--- src/rtl/alu_disp_pkg.sv ---
// Shared definitions for the ALU result display: opcode codes, active-low
// {g,f,e,d,c,b,a} glyphs and the control FSM state type.
package alu_disp_pkg;

  localparam logic [1:0] OP_ADD = 2'b00;
  localparam logic [1:0] OP_SUB = 2'b01;
  localparam logic [1:0] OP_MUL = 2'b10;
  localparam logic [1:0] OP_DIV = 2'b11;

  localparam logic [6:0] SEG_0     = 7'b1000000;
  localparam logic [6:0] SEG_1     = 7'b1111001;
  localparam logic [6:0] SEG_2     = 7'b0100100;
  localparam logic [6:0] SEG_3     = 7'b0110000;
  localparam logic [6:0] SEG_4     = 7'b0011001;
  localparam logic [6:0] SEG_5     = 7'b0010010;
  localparam logic [6:0] SEG_6     = 7'b0000010;
  localparam logic [6:0] SEG_7     = 7'b1111000;
  localparam logic [6:0] SEG_8     = 7'b0000000;
  localparam logic [6:0] SEG_9     = 7'b0010000;
  localparam logic [6:0] SEG_A     = 7'b0001000;
  localparam logic [6:0] SEG_S     = 7'b0010010;
  localparam logic [6:0] SEG_P     = 7'b0001100;
  localparam logic [6:0] SEG_D     = 7'b0100001;
  localparam logic [6:0] SEG_DASH  = 7'b0111111;
  localparam logic [6:0] SEG_BLANK = 7'b1111111;

  typedef enum logic [1:0] {
    S_IDLE   = 2'd0,
    S_CONV   = 2'd1,
    S_UPDATE = 2'd2
  } state_e;

  function automatic logic [6:0] digitGlyph(input logic [3:0] d);
    logic [6:0] g;
    case (d)
      4'd0:    g = SEG_0;
      4'd1:    g = SEG_1;
      4'd2:    g = SEG_2;
      4'd3:    g = SEG_3;
      4'd4:    g = SEG_4;
      4'd5:    g = SEG_5;
      4'd6:    g = SEG_6;
      4'd7:    g = SEG_7;
      4'd8:    g = SEG_8;
      4'd9:    g = SEG_9;
      default: g = SEG_BLANK;
    endcase
    return g;
  endfunction

  function automatic logic [6:0] opGlyph(input logic [1:0] op);
    logic [6:0] g;
    case (op)
      OP_ADD:  g = SEG_A;
      OP_SUB:  g = SEG_S;
      OP_MUL:  g = SEG_P;
      OP_DIV:  g = SEG_D;
      default: g = SEG_BLANK;
    endcase
    return g;
  endfunction

endpackage

--- src/rtl/bin2bcd_seq.sv ---
// Iterative double-dabble: one add-3/shift step per cycle, RES_W steps per
// conversion. `ready` flags the cycle whose edge performs the final step.
module bin2bcd_seq #(
  parameter int RES_W = 6
) (
  input  logic             clk,
  input  logic             reset,
  input  logic             start,
  input  logic [RES_W-1:0] bin,
  output logic [11:0]      bcd,
  output logic             busy,
  output logic             ready
);

  localparam int SW = 12 + RES_W;

  logic [RES_W-1:0] bin_q;
  logic [RES_W-1:0] binNext;
  logic [11:0]      bcd_q;
  logic [11:0]      bcdAdj;
  logic [11:0]      bcdNext;
  logic [SW-1:0]    shifted;
  logic [3:0]       cnt_q;
  logic             busy_q;

  always_comb begin
    bcdAdj = bcd_q;
    for (int i = 0; i < 3; i++) begin
      if (bcd_q[4*i +: 4] >= 4'd5) begin
        bcdAdj[4*i +: 4] = bcd_q[4*i +: 4] + 4'd3;
      end
    end
    shifted = {bcdAdj, bin_q} << 1;
    bcdNext = shifted[SW-1:RES_W];
    binNext = shifted[RES_W-1:0];
  end

  // A start always wins over an iteration in progress so back-to-back
  // conversions can be chained without an idle cycle.
  always_ff @(posedge clk) begin
    if (reset) begin
      bin_q  <= '0;
      bcd_q  <= '0;
      cnt_q  <= '0;
      busy_q <= 1'b0;
    end else if (start) begin
      bin_q  <= bin;
      bcd_q  <= '0;
      cnt_q  <= 4'(RES_W);
      busy_q <= 1'b1;
    end else if (busy_q) begin
      bin_q <= binNext;
      bcd_q <= bcdNext;
      cnt_q <= cnt_q - 4'd1;
      if (cnt_q == 4'd1) begin
        busy_q <= 1'b0;
      end
    end
  end

  assign bcd   = bcd_q;
  assign busy  = busy_q;
  assign ready = busy_q && (cnt_q == 4'd1);

endmodule

--- src/rtl/alu_result_display.sv ---
// Captures an ALU result on the rising edge of `done`, converts it to BCD and
// scans it onto a 4-digit active-low 7-segment display with an opcode glyph.
module alu_result_display
  import alu_disp_pkg::*;
#(
  parameter int RES_W       = 6,
  parameter int REFRESH_DIV = 50000
) (
  input  logic             clk,
  input  logic             reset,
  input  logic [RES_W-1:0] result,
  input  logic [1:0]       opcode,
  input  logic             done,
  output logic [6:0]       sseg,
  output logic [3:0]       an,
  output logic             busy
);

  localparam int CW = $clog2(REFRESH_DIV);

  state_e           state_q;
  logic             done_q;
  logic             pend_q;
  logic             valid_q;
  logic [RES_W-1:0] pendRes_q;
  logic [1:0]       pendOp_q;
  logic [1:0]       convOp_q;
  logic [1:0]       dispOp_q;
  logic [11:0]      dispBcd_q;

  logic             rise;
  logic             start;
  logic [RES_W-1:0] startRes;
  logic [1:0]       startOp;
  logic [11:0]      cvtBcd;
  logic             cvtBusy;
  logic             cvtReady;

  assign rise = done & ~done_q;

  // A fresh edge in UPDATE is newer than anything pending, so it feeds the
  // converter directly instead of going through the pending slot.
  always_comb begin
    startRes = rise ? result : pendRes_q;
    startOp  = rise ? opcode : pendOp_q;
    case (state_q)
      S_IDLE:   start = rise;
      S_UPDATE: start = rise | pend_q;
      default:  start = 1'b0;
    endcase
  end

  bin2bcd_seq #(.RES_W(RES_W)) uConv (
    .clk   (clk),
    .reset (reset),
    .start (start),
    .bin   (startRes),
    .bcd   (cvtBcd),
    .busy  (cvtBusy),
    .ready (cvtReady)
  );

  always_ff @(posedge clk) begin
    if (reset) begin
      state_q   <= S_IDLE;
      done_q    <= 1'b0;
      pend_q    <= 1'b0;
      valid_q   <= 1'b0;
      pendRes_q <= '0;
      pendOp_q  <= '0;
      convOp_q  <= '0;
      dispOp_q  <= '0;
      dispBcd_q <= '0;
    end else begin
      done_q <= done;
      if (start) begin
        convOp_q <= startOp;
      end
      case (state_q)
        S_IDLE: begin
          if (rise) begin
            state_q <= S_CONV;
          end
        end
        S_CONV: begin
          if (rise) begin
            pend_q    <= 1'b1;
            pendRes_q <= result;
            pendOp_q  <= opcode;
          end
          if (cvtReady) begin
            state_q <= S_UPDATE;
          end
        end
        S_UPDATE: begin
          dispBcd_q <= cvtBcd;
          dispOp_q  <= convOp_q;
          valid_q   <= 1'b1;
          pend_q    <= 1'b0;
          state_q   <= (rise || pend_q) ? S_CONV : S_IDLE;
        end
        default: state_q <= S_IDLE;
      endcase
    end
  end

  // The converter is busy from capture through its last step; UPDATE covers
  // the one remaining cycle, so the OR is continuous across chained results.
  assign busy = cvtBusy | (state_q == S_UPDATE);

  logic [CW-1:0] refresh_q;
  logic [1:0]    idx_q;
  logic [1:0]    idxNext;
  logic [3:0]    an_q;
  logic [6:0]    sseg_q;
  logic [6:0]    glyphNext;
  logic          wrap;
  logic [3:0]    hund;
  logic [3:0]    tens;
  logic [3:0]    units;

  assign wrap    = (refresh_q == CW'(REFRESH_DIV - 1));
  assign idxNext = idx_q + 2'd1;
  assign {hund, tens, units} = dispBcd_q;

  always_comb begin
    glyphNext = SEG_DASH;
    if (valid_q) begin
      case (idxNext)
        2'd3:    glyphNext = opGlyph(dispOp_q);
        2'd2:    glyphNext = (hund == 4'd0) ? SEG_BLANK : digitGlyph(hund);
        2'd1:    glyphNext = (hund == 4'd0 && tens == 4'd0) ? SEG_BLANK : digitGlyph(tens);
        default: glyphNext = digitGlyph(units);
      endcase
    end
  end

  // Anode and segments load together from the new index, so they never
  // disagree about which digit is lit.
  always_ff @(posedge clk) begin
    if (reset) begin
      refresh_q <= '0;
      idx_q     <= 2'd0;
      an_q      <= 4'b1110;
      sseg_q    <= SEG_DASH;
    end else if (wrap) begin
      refresh_q <= '0;
      idx_q     <= idxNext;
      an_q      <= ~(4'b0001 << idxNext);
      sseg_q    <= glyphNext;
    end else begin
      refresh_q <= refresh_q + CW'(1);
    end
  end

  assign an   = an_q;
  assign sseg = sseg_q;

endmodule

--- config.mk ---
export PLATFORM = sky130hd
export DESIGN_NAME = alu_result_display
export DESIGN_NICKNAME = d
export VERILOG_FILES = /design/src/rtl/alu_disp_pkg.sv /design/src/rtl/bin2bcd_seq.sv /design/src/rtl/alu_result_display.sv
export SDC_FILE = /design/constraint.sdc
export NUM_CORES = 1
export LEC_CHECK = 0
export BUFFER_PORTS_ARGS = -buffer_cell sky130_fd_sc_hd__buf_2
export CORE_MARGIN = 2
export CORE_UTILIZATION = 60
export CTS_CLUSTER_DIAMETER = 30
export DETAILED_ROUTE_END_ITERATION = 7
export PLACE_DENSITY = 0.78
export SYNTH_ARGS = -nofsm -noshare
export SYNTH_HDL_FRONTEND = slang
export SYNTH_HIERARCHICAL = 1
export SYNTH_SLANG_ARGS = --single-unit
--- constraint.sdc ---
create_clock -name clk -period 2.8 [get_ports clk]
set_clock_uncertainty 0.1 [all_clocks]
set_input_delay 0.56 -clock clk [delete_from_list [all_inputs] [get_ports clk]]
set_output_delay 0.56 -clock clk [all_outputs]
set_load 0.05 [all_outputs]
==> run_results.csv, run 1 <==
group,metric,value,unit
timing,slew_headroom,61.2,%
place,hpwlAfterDp,6.97,mm
floorplan,num_rows,33,
setup_path,crit_fanout,16,
timing,holdWs,0.311,ns
route,route.final.wire_length,9.65,mm
place,port-buffer-count,22,
worst_hold_path,hp-class,"in -> reg",
route,ant_nets,0,
cells_and_area,drive_gt1_share,13.1,%
cells_and_area,syn2layout_area_growth,7.13,%
place,gpl.final_weighted_congestion,0.878,
floorplan,top_level_ports,23,
setup_path,setup.worst_path.class,"reg -> reg",
timing,unrepaired_setup_endpoints_after_global_routing,"false",
route,vias,3850,
synthesis,mappedNetlistArea,0.00497,sq mm
setup_path,critPathArrivalTime,2.50,ns
route,route.detailed.vias_per_inst,5.64,
cells_and_area,antennaDiodeCount,0,
floorplan,floorplan.die_area,0.00902,sq mm
synthesis,yosys-top-cells-count,"102 x sky130_fd_sc_hd__dfxtp_1, 66 x sky130_fd_sc_hd__nor2_1, 48 x sky130_fd_sc_hd__nand2_1",
timing,timing.final.crit_share,84.8,%
synthesis,syn_nets,597,
cells_and_area,fin_util,65.4,%
setup_path,setup.worst_path.end_class,"register",
timing,setup_total_negative_slack,0,ns
power_and_ir_drop,total_leakage_power,0.00198,uW
clock_network,cts_repair_resized_insts,0,
synthesis,synth_edf_count,0,
clock_network,cts_made_buffers,9,
route,detailedRoute.firstPassIterationCount,4,
timing,final-hold-violation-count,0,
power_and_ir_drop,peak_vdd_ir,0.306,mV
setup_path,r2r_setup_slack,0.43,ns
floorplan,dieHeight,95.0,um
route,drtIter0Drc,191,
clock_network,cts.path.max_buffers,2,
cells_and_area,final_nets,614,
global_route,global_route.usage.total,22.9,%
synthesis,synth-seq-cells,102,
setup_path,crit_path_start_kind,"register",
synthesis,number_of_warnings_reported_in_the_yosys_synthesis_log,6,
clock_network,ctsHtreeMaxLevel,3,
job,maxcap_viol_count,0,
outcome,status,"completed",
floorplan,core_region_area,0.00813,sq mm
synthesis,synth_top_area_share,41.1,%
clock_network,worst_setup_hold_path_clk_slew,0.10,ns
timing,timing.final.setup_violations,0,
clock_network,hold_buffers,0,
synthesis,dominant_cell_by_count_in_the_synthesized_netlist,"sky130_fd_sc_hd__dfxtp_1",
synthesis,yosysTopAreaCell,"sky130_fd_sc_hd__dfxtp_1",
floorplan,fp.dieW,95.0,um
synthesis,synthFlopType,"sky130_fd_sc_hd__dfxtp_1",
synthesis,synthesis.instances,557,
synthesis,sequential_fraction_of_the_synthesis_area,41.1,%
route,detailed_route_wire_length_per_cell,14.1,um
floorplan,initial_core_util,61.1,%
global_route,grt_pass1_vias,3709,
synthesis,post_synth.cell_area_avg,8.92,sq um
setup_path,path_delay_family,"simple AND/OR/NAND/NOR gates",
global_route,grt_pass1_wl,16.6,mm
global_route,initial_antenna_violation_count,0,
power_and_ir_drop,finalPower,2610,uW
timing,max_freq,421,MHz
clock_network,postCtsSetupBuffers,0,
clock_network,tritoncts,"done",
setup_path,crit_slowest_cell,"sky130_fd_sc_hd__or4_4",
timing,worst_pin_slew,0.579,ns
clock_network,worstSkewPairLatency,0.36,ns
setup_path,worstPathCellList,"or4b_1 -> or4_4 -> nand2b_1 -> nor2_1",
setup_path,cp.buffers_inverters,0,
global_route,largest_net_degree_at_the_start_of_global_routing,26,
synthesis,fraction_of_registers_with_async_set_or_reset_after_synthesis,0,%
global_route,globalRouteOverflowTotal,0,
power_and_ir_drop,power-per-cell-area,490,mW/mm^2
clock_network,root_buffer,"sky130_fd_sc_hd__clkbuf_8",
setup_path,worstPathRequired,2.92,ns
synthesis,post_synth_main_area_contributors,"sky130_fd_sc_hd__dfxtp_1 41%, sky130_fd_sc_hd__ha_1 7.3%, sky130_fd_sc_hd__mux2i_1 6.7%, sky130_fd_sc_hd__nor2_1 5.0%, sky130_fd_sc_hd__a21oi_1 4.3%",
timing,final.min_clock_period,2.37,ns
synthesis,distinct_cell_type_count_after_synthesis,61,
setup_path,max_stage_delay,0.63,ns
clock_network,cts_sinks,102,
route,drc,0,
timing,slew_viol_final,0,
[where the power goes]
part           leakage [uW]  internal, uW  total, uW  switching, uW
registers          0.000826          1480       1500           26.3
logic               0.00106          72.1        177            105
clock network     0.0000960           439        926            487
[layout by cell type, fill, tap and decap left out, types with 4 or more instances in the layout]
cell                       instances
sky130_fd_sc_hd__or2_2             8
sky130_fd_sc_hd__o21ai_0          27
sky130_fd_sc_hd__nand3_1          12
sky130_fd_sc_hd__xnor2_1          11
sky130_fd_sc_hd__buf_4            11
sky130_fd_sc_hd__xor2_1            7
sky130_fd_sc_hd__nand2_1          48
sky130_fd_sc_hd__o211ai_1          4
sky130_fd_sc_hd__ha_1             29
sky130_fd_sc_hd__nand2b_1          9
sky130_fd_sc_hd__nor2b_1           5
sky130_fd_sc_hd__inv_1            29
sky130_fd_sc_hd__mux2i_1          33
sky130_fd_sc_hd__mux2_2           12
sky130_fd_sc_hd__nand4_1           4
sky130_fd_sc_hd__buf_2            22
sky130_fd_sc_hd__dfxtp_1         102
sky130_fd_sc_hd__a2111o_1          4
sky130_fd_sc_hd__a21oi_1          43
sky130_fd_sc_hd__a31oi_1           5
sky130_fd_sc_hd__nor3b_1           4
sky130_fd_sc_hd__nand3b_1          5
sky130_fd_sc_hd__nor2_1           66
sky130_fd_sc_hd__clkbuf_8         10
sky130_fd_sc_hd__nor3_1            8
sky130_fd_sc_hd__o21a_1            5
[final cells by class]
class	instances	area (sq um)
Clock buffer	11	141
Clock inverter	4	55.1
Fill cell	667	2810
Inverter	29	109
Multi-Input combinational cell	399	2650
Sequential cell	102	2040
Tap cell	105	131
Timing Repair Buffer	33	193
[metrics by stage]
step / cells / setup WS [ns] / area (sq um)
4_1_cts: 683 / 0.403 / 5320
3_5_place_dp: 668 / 0.447 / 5120
5_1_grt: 683 / 0.196 / 5320
2_1_floorplan: 557 / 0.576 / 4970
3_3_place_gp: 668 / 0.483 / 5120
6_report: 683 / 0.425 / 5320
[layer usage]
layer	track usage [%]	wire length, um
met1	29.7	4540
met5	0	0
met3	4.71	390
met4	6.04	87
met2	38.9	4620
[final timing paths]
check	start	to	cells past startpoint
worst max-delay path	refresh_q[4]$_SDFF_PP0_	refresh_q[2]$_SDFF_PP0_	4
worst min-delay path	done	done_q$_SDFF_PP0_	2
worst max register to register	refresh_q[4]$_SDFF_PP0_	refresh_q[2]$_SDFF_PP0_	4
worst min register to register	pendOp_q[1]$_SDFFE_PP0P_	pendOp_q[1]$_SDFFE_PP0P_	2
[logic make-up after synthesis]
logic type	Yosys count	synth area share (%)
fa+ha+maj	29	7.31
flops	102	41.1
mux	45	9.37
buf+inv	56	5.72
compound gates	112	13.9
simple gates	195	19.4
xor+xnor	18	3.17
Power figures use the tool's default switching activity.
==> run 2: changes to the inputs <==
--- a/config.mk
+++ b/config.mk
@@ -7,10 +7,10 @@
 export LEC_CHECK = 0
 export BUFFER_PORTS_ARGS = -buffer_cell sky130_fd_sc_hd__buf_2
 export CORE_MARGIN = 2
-export CORE_UTILIZATION = 60
+export CORE_UTILIZATION = 55
 export CTS_CLUSTER_DIAMETER = 30
 export DETAILED_ROUTE_END_ITERATION = 7
-export PLACE_DENSITY = 0.78
+export PLACE_DENSITY = 0.75
 export SYNTH_ARGS = -nofsm -noshare
 export SYNTH_HDL_FRONTEND = slang
 export SYNTH_HIERARCHICAL = 1
==> constraint.sdc (replaced) <==
create_clock -name clk -period 2.1 [get_ports clk]
set_clock_uncertainty 0.1 [all_clocks]
set_input_delay 0.42 -clock clk [delete_from_list [all_inputs] [get_ports clk]]
set_output_delay 0.42 -clock clk [all_outputs]
set_load 0.05 [all_outputs]
==> run_results.csv, run 2 (synthesis results as in run 1) <==
group,metric,value,unit
outcome,status,"completed",
global_route,global_route.usage.total,21.1,%
global_route,initial_antenna_violation_count,0,
floorplan,dieHeight,99.0,um
power_and_ir_drop,finalPower,3510,uW
cells_and_area,fill_cells,738,
timing,timing.final.setup_violations,0,
floorplan,initial_core_util,56.9,%
clock_network,worst_setup_hold_path_clk_slew,0.11,ns
timing,slew_headroom,71.0,%
cells_and_area,mostFrequentLayoutCells,"99 x sky130_fd_sc_hd__dfxtp_1, 65 x sky130_fd_sc_hd__nor2_1, 48 x sky130_fd_sc_hd__nand2_1",
route,detailedRoute.firstPassIterationCount,5,
setup_path,crit_fanout,5,
setup_path,critPathArrivalTime,2.24,ns
setup_path,setup.worst_path.class,"reg -> reg",
timing,timing.final.crit_share,99.0,%
cells_and_area,multi_input_comb_area,0.00268,sq mm
cells_and_area,final_nets,644,
power_and_ir_drop,p_seq_share,57.1,%
setup_path,crit_path_start_kind,"register",
clock_network,cts_sinks,102,
clock_network,root_buffer,"sky130_fd_sc_hd__clkbuf_8",
clock_network,cts.path.max_buffers,2,
setup_path,max_stage_delay,0.59,ns
route,route.detailed.vias_per_inst,5.57,
route,vias,3994,
power_and_ir_drop,clock_group_share_of_total_power,35.6,%
cells_and_area,antennaDiodeCount,0,
power_and_ir_drop,combinationalPowerShare,7.3,%
route,detailed_route_wire_length_per_cell,14.0,um
power_and_ir_drop,power_switching,907,uW
route,drtIter0Drc,167,
clock_network,cts_made_buffers,9,
global_route,largest_net_degree_at_the_start_of_global_routing,27,
floorplan,num_rows,34,
timing,final.min_clock_period,2.08,ns
route,route.final.wire_length,10.0,mm
setup_path,worstPathRequired,2.26,ns
floorplan,fp.dieW,99.0,um
timing,setup_total_negative_slack,0,ns
setup_path,crit_slowest_cell,"sky130_fd_sc_hd__or4_4",
setup_path,worstPathCellList,"or4b_4 -> or4_4 -> nand4b_1 -> o21a_1",
power_and_ir_drop,power-per-cell-area,625,mW/mm^2
place,placement.cell_area,0.00534,sq mm
setup_path,r2r_setup_slack,0.02,ns
floorplan,core_region_area,0.00872,sq mm
cells_and_area,layout.cell_area.non_filler,0.00561,sq mm
cells_and_area,layout.cells.non_filler,717,
power_and_ir_drop,internal_power,2600,uW
global_route,grt_pass1_wl,17.1,mm
cells_and_area,syn2layout_area_growth,13.1,%
timing,final-hold-violation-count,0,
clock_network,hold_buffers,0,
clock_network,tritoncts,"done",
timing,worst_slack,0.0213,ns
floorplan,floorplan.die_area,0.00980,sq mm
clock_network,worstSkewPairLatency,0.37,ns
place,gpl.final_weighted_congestion,0.864,
power_and_ir_drop,swShare,25.8,%
route,ant_nets,0,
timing,slew_viol_final,0,
place,post-place-ws,-0.0349,ns
place,port-buffer-count,22,
cells_and_area,reg_area,0.00205,sq mm
route,drc,0,
worst_hold_path,hp-class,"in -> reg",
setup_path,setup.worst_path.end_class,"register",
power_and_ir_drop,total_leakage_power,0.00215,uW
timing,max_freq,481,MHz
place,hpwlAfterDp,7.18,mm
global_route,grt_pass1_vias,3846,
cells_and_area,most_common_library_cell_in_the_layout_ignoring_fill_and_taps,"sky130_fd_sc_hd__dfxtp_1",
global_route,globalRouteOverflowTotal,0,
power_and_ir_drop,peak_vdd_ir,0.390,mV
job,maxcap_viol_count,0,
place,dpl.cell_count,697,
timing,unrepaired_setup_endpoints_after_global_routing,"true",
timing,worst_pin_slew,0.435,ns
clock_network,ctsHtreeMaxLevel,3,
cells_and_area,drive_gt1_share,18.7,%
floorplan,top_level_ports,23,
[run 2: final timing paths]
check,startpoint,endpoint,depth (start not counted)
setup / recovery,refresh_q[13]$_SDFF_PP0_,sseg[0]$_SDFFE_PP1P_,4
hold reg to reg,pendRes_q[1]$_SDFFE_PP0P_,pendRes_q[1]$_SDFFE_PP0P_,2
setup reg to reg,refresh_q[13]$_SDFF_PP0_,sseg[0]$_SDFFE_PP1P_,4
hold / removal,done,done_q$_SDFF_PP0_,2
[run 2: metrics by stage]
stage               hold WS (ns)  util [%]
floorplan                  0.326         -
global placement           0.339      61.2
detailed placement         0.348      61.2
CTS                        0.160      63.8
global route               0.178      64.4
finish                     0.168      64.4
[run 2: worst max-delay path, delay by kind of cell (launching register included)]
kind	cells	cell delay (ns)
AND/OR/NAND/NOR	3	1.36
flip-flops	1	0.32
AO/OA/AOI/OAI	1	0.20
[run 2: per-layer routing]
layer / part of all wire, % / GRT usage (%) / vias to the layer above
li1: - / - / 2025
met5: 0 / 0 / -
met2: 49 / 36.8 / 85
met3: 4.0 / 3.69 / 21
met4: 2.0 / 8.01 / 0
met1: 45 / 25.9 / 1863
[run 2: area by class of cell]
type / count / area share [%]
multi-input cells: 400 / 47.7
flip-flops and latches: 102 / 36.4
repair buffers: 62 / 8.00
clock buffers: 11 / 2.70
well taps: 108 / 2.41
inverters: 29 / 1.94
clock inverters: 5 / 0.847
[run 2: what timing repair did]
| action | 4_1_cts | 5_1_grt |
|---|---|---|
| buffers inserted | 0 | 5 |
| gates resized for setup | 7 | 6 |
| cloned | 1 | 0 |
| setup endpoints to repair | 5 | 23 |
| pin swaps | 0 | 2 |
[run 2: power groups by stage]
| stage | combinational, uW | sequential [uW] | clock [uW] |
|---|---|---|---|
| 4_1_cts | 254 | 2000 | 1270 |
| 5_1_grt | 289 | 2010 | 1330 |
| 3_5_place_dp | 250 | 2050 | 0 |
| 6_report | 257 | 2000 | 1250 |
| 3_3_place_gp | 240 | 2050 | 0 |
| 2_1_floorplan | 203 | 2040 | 0 |
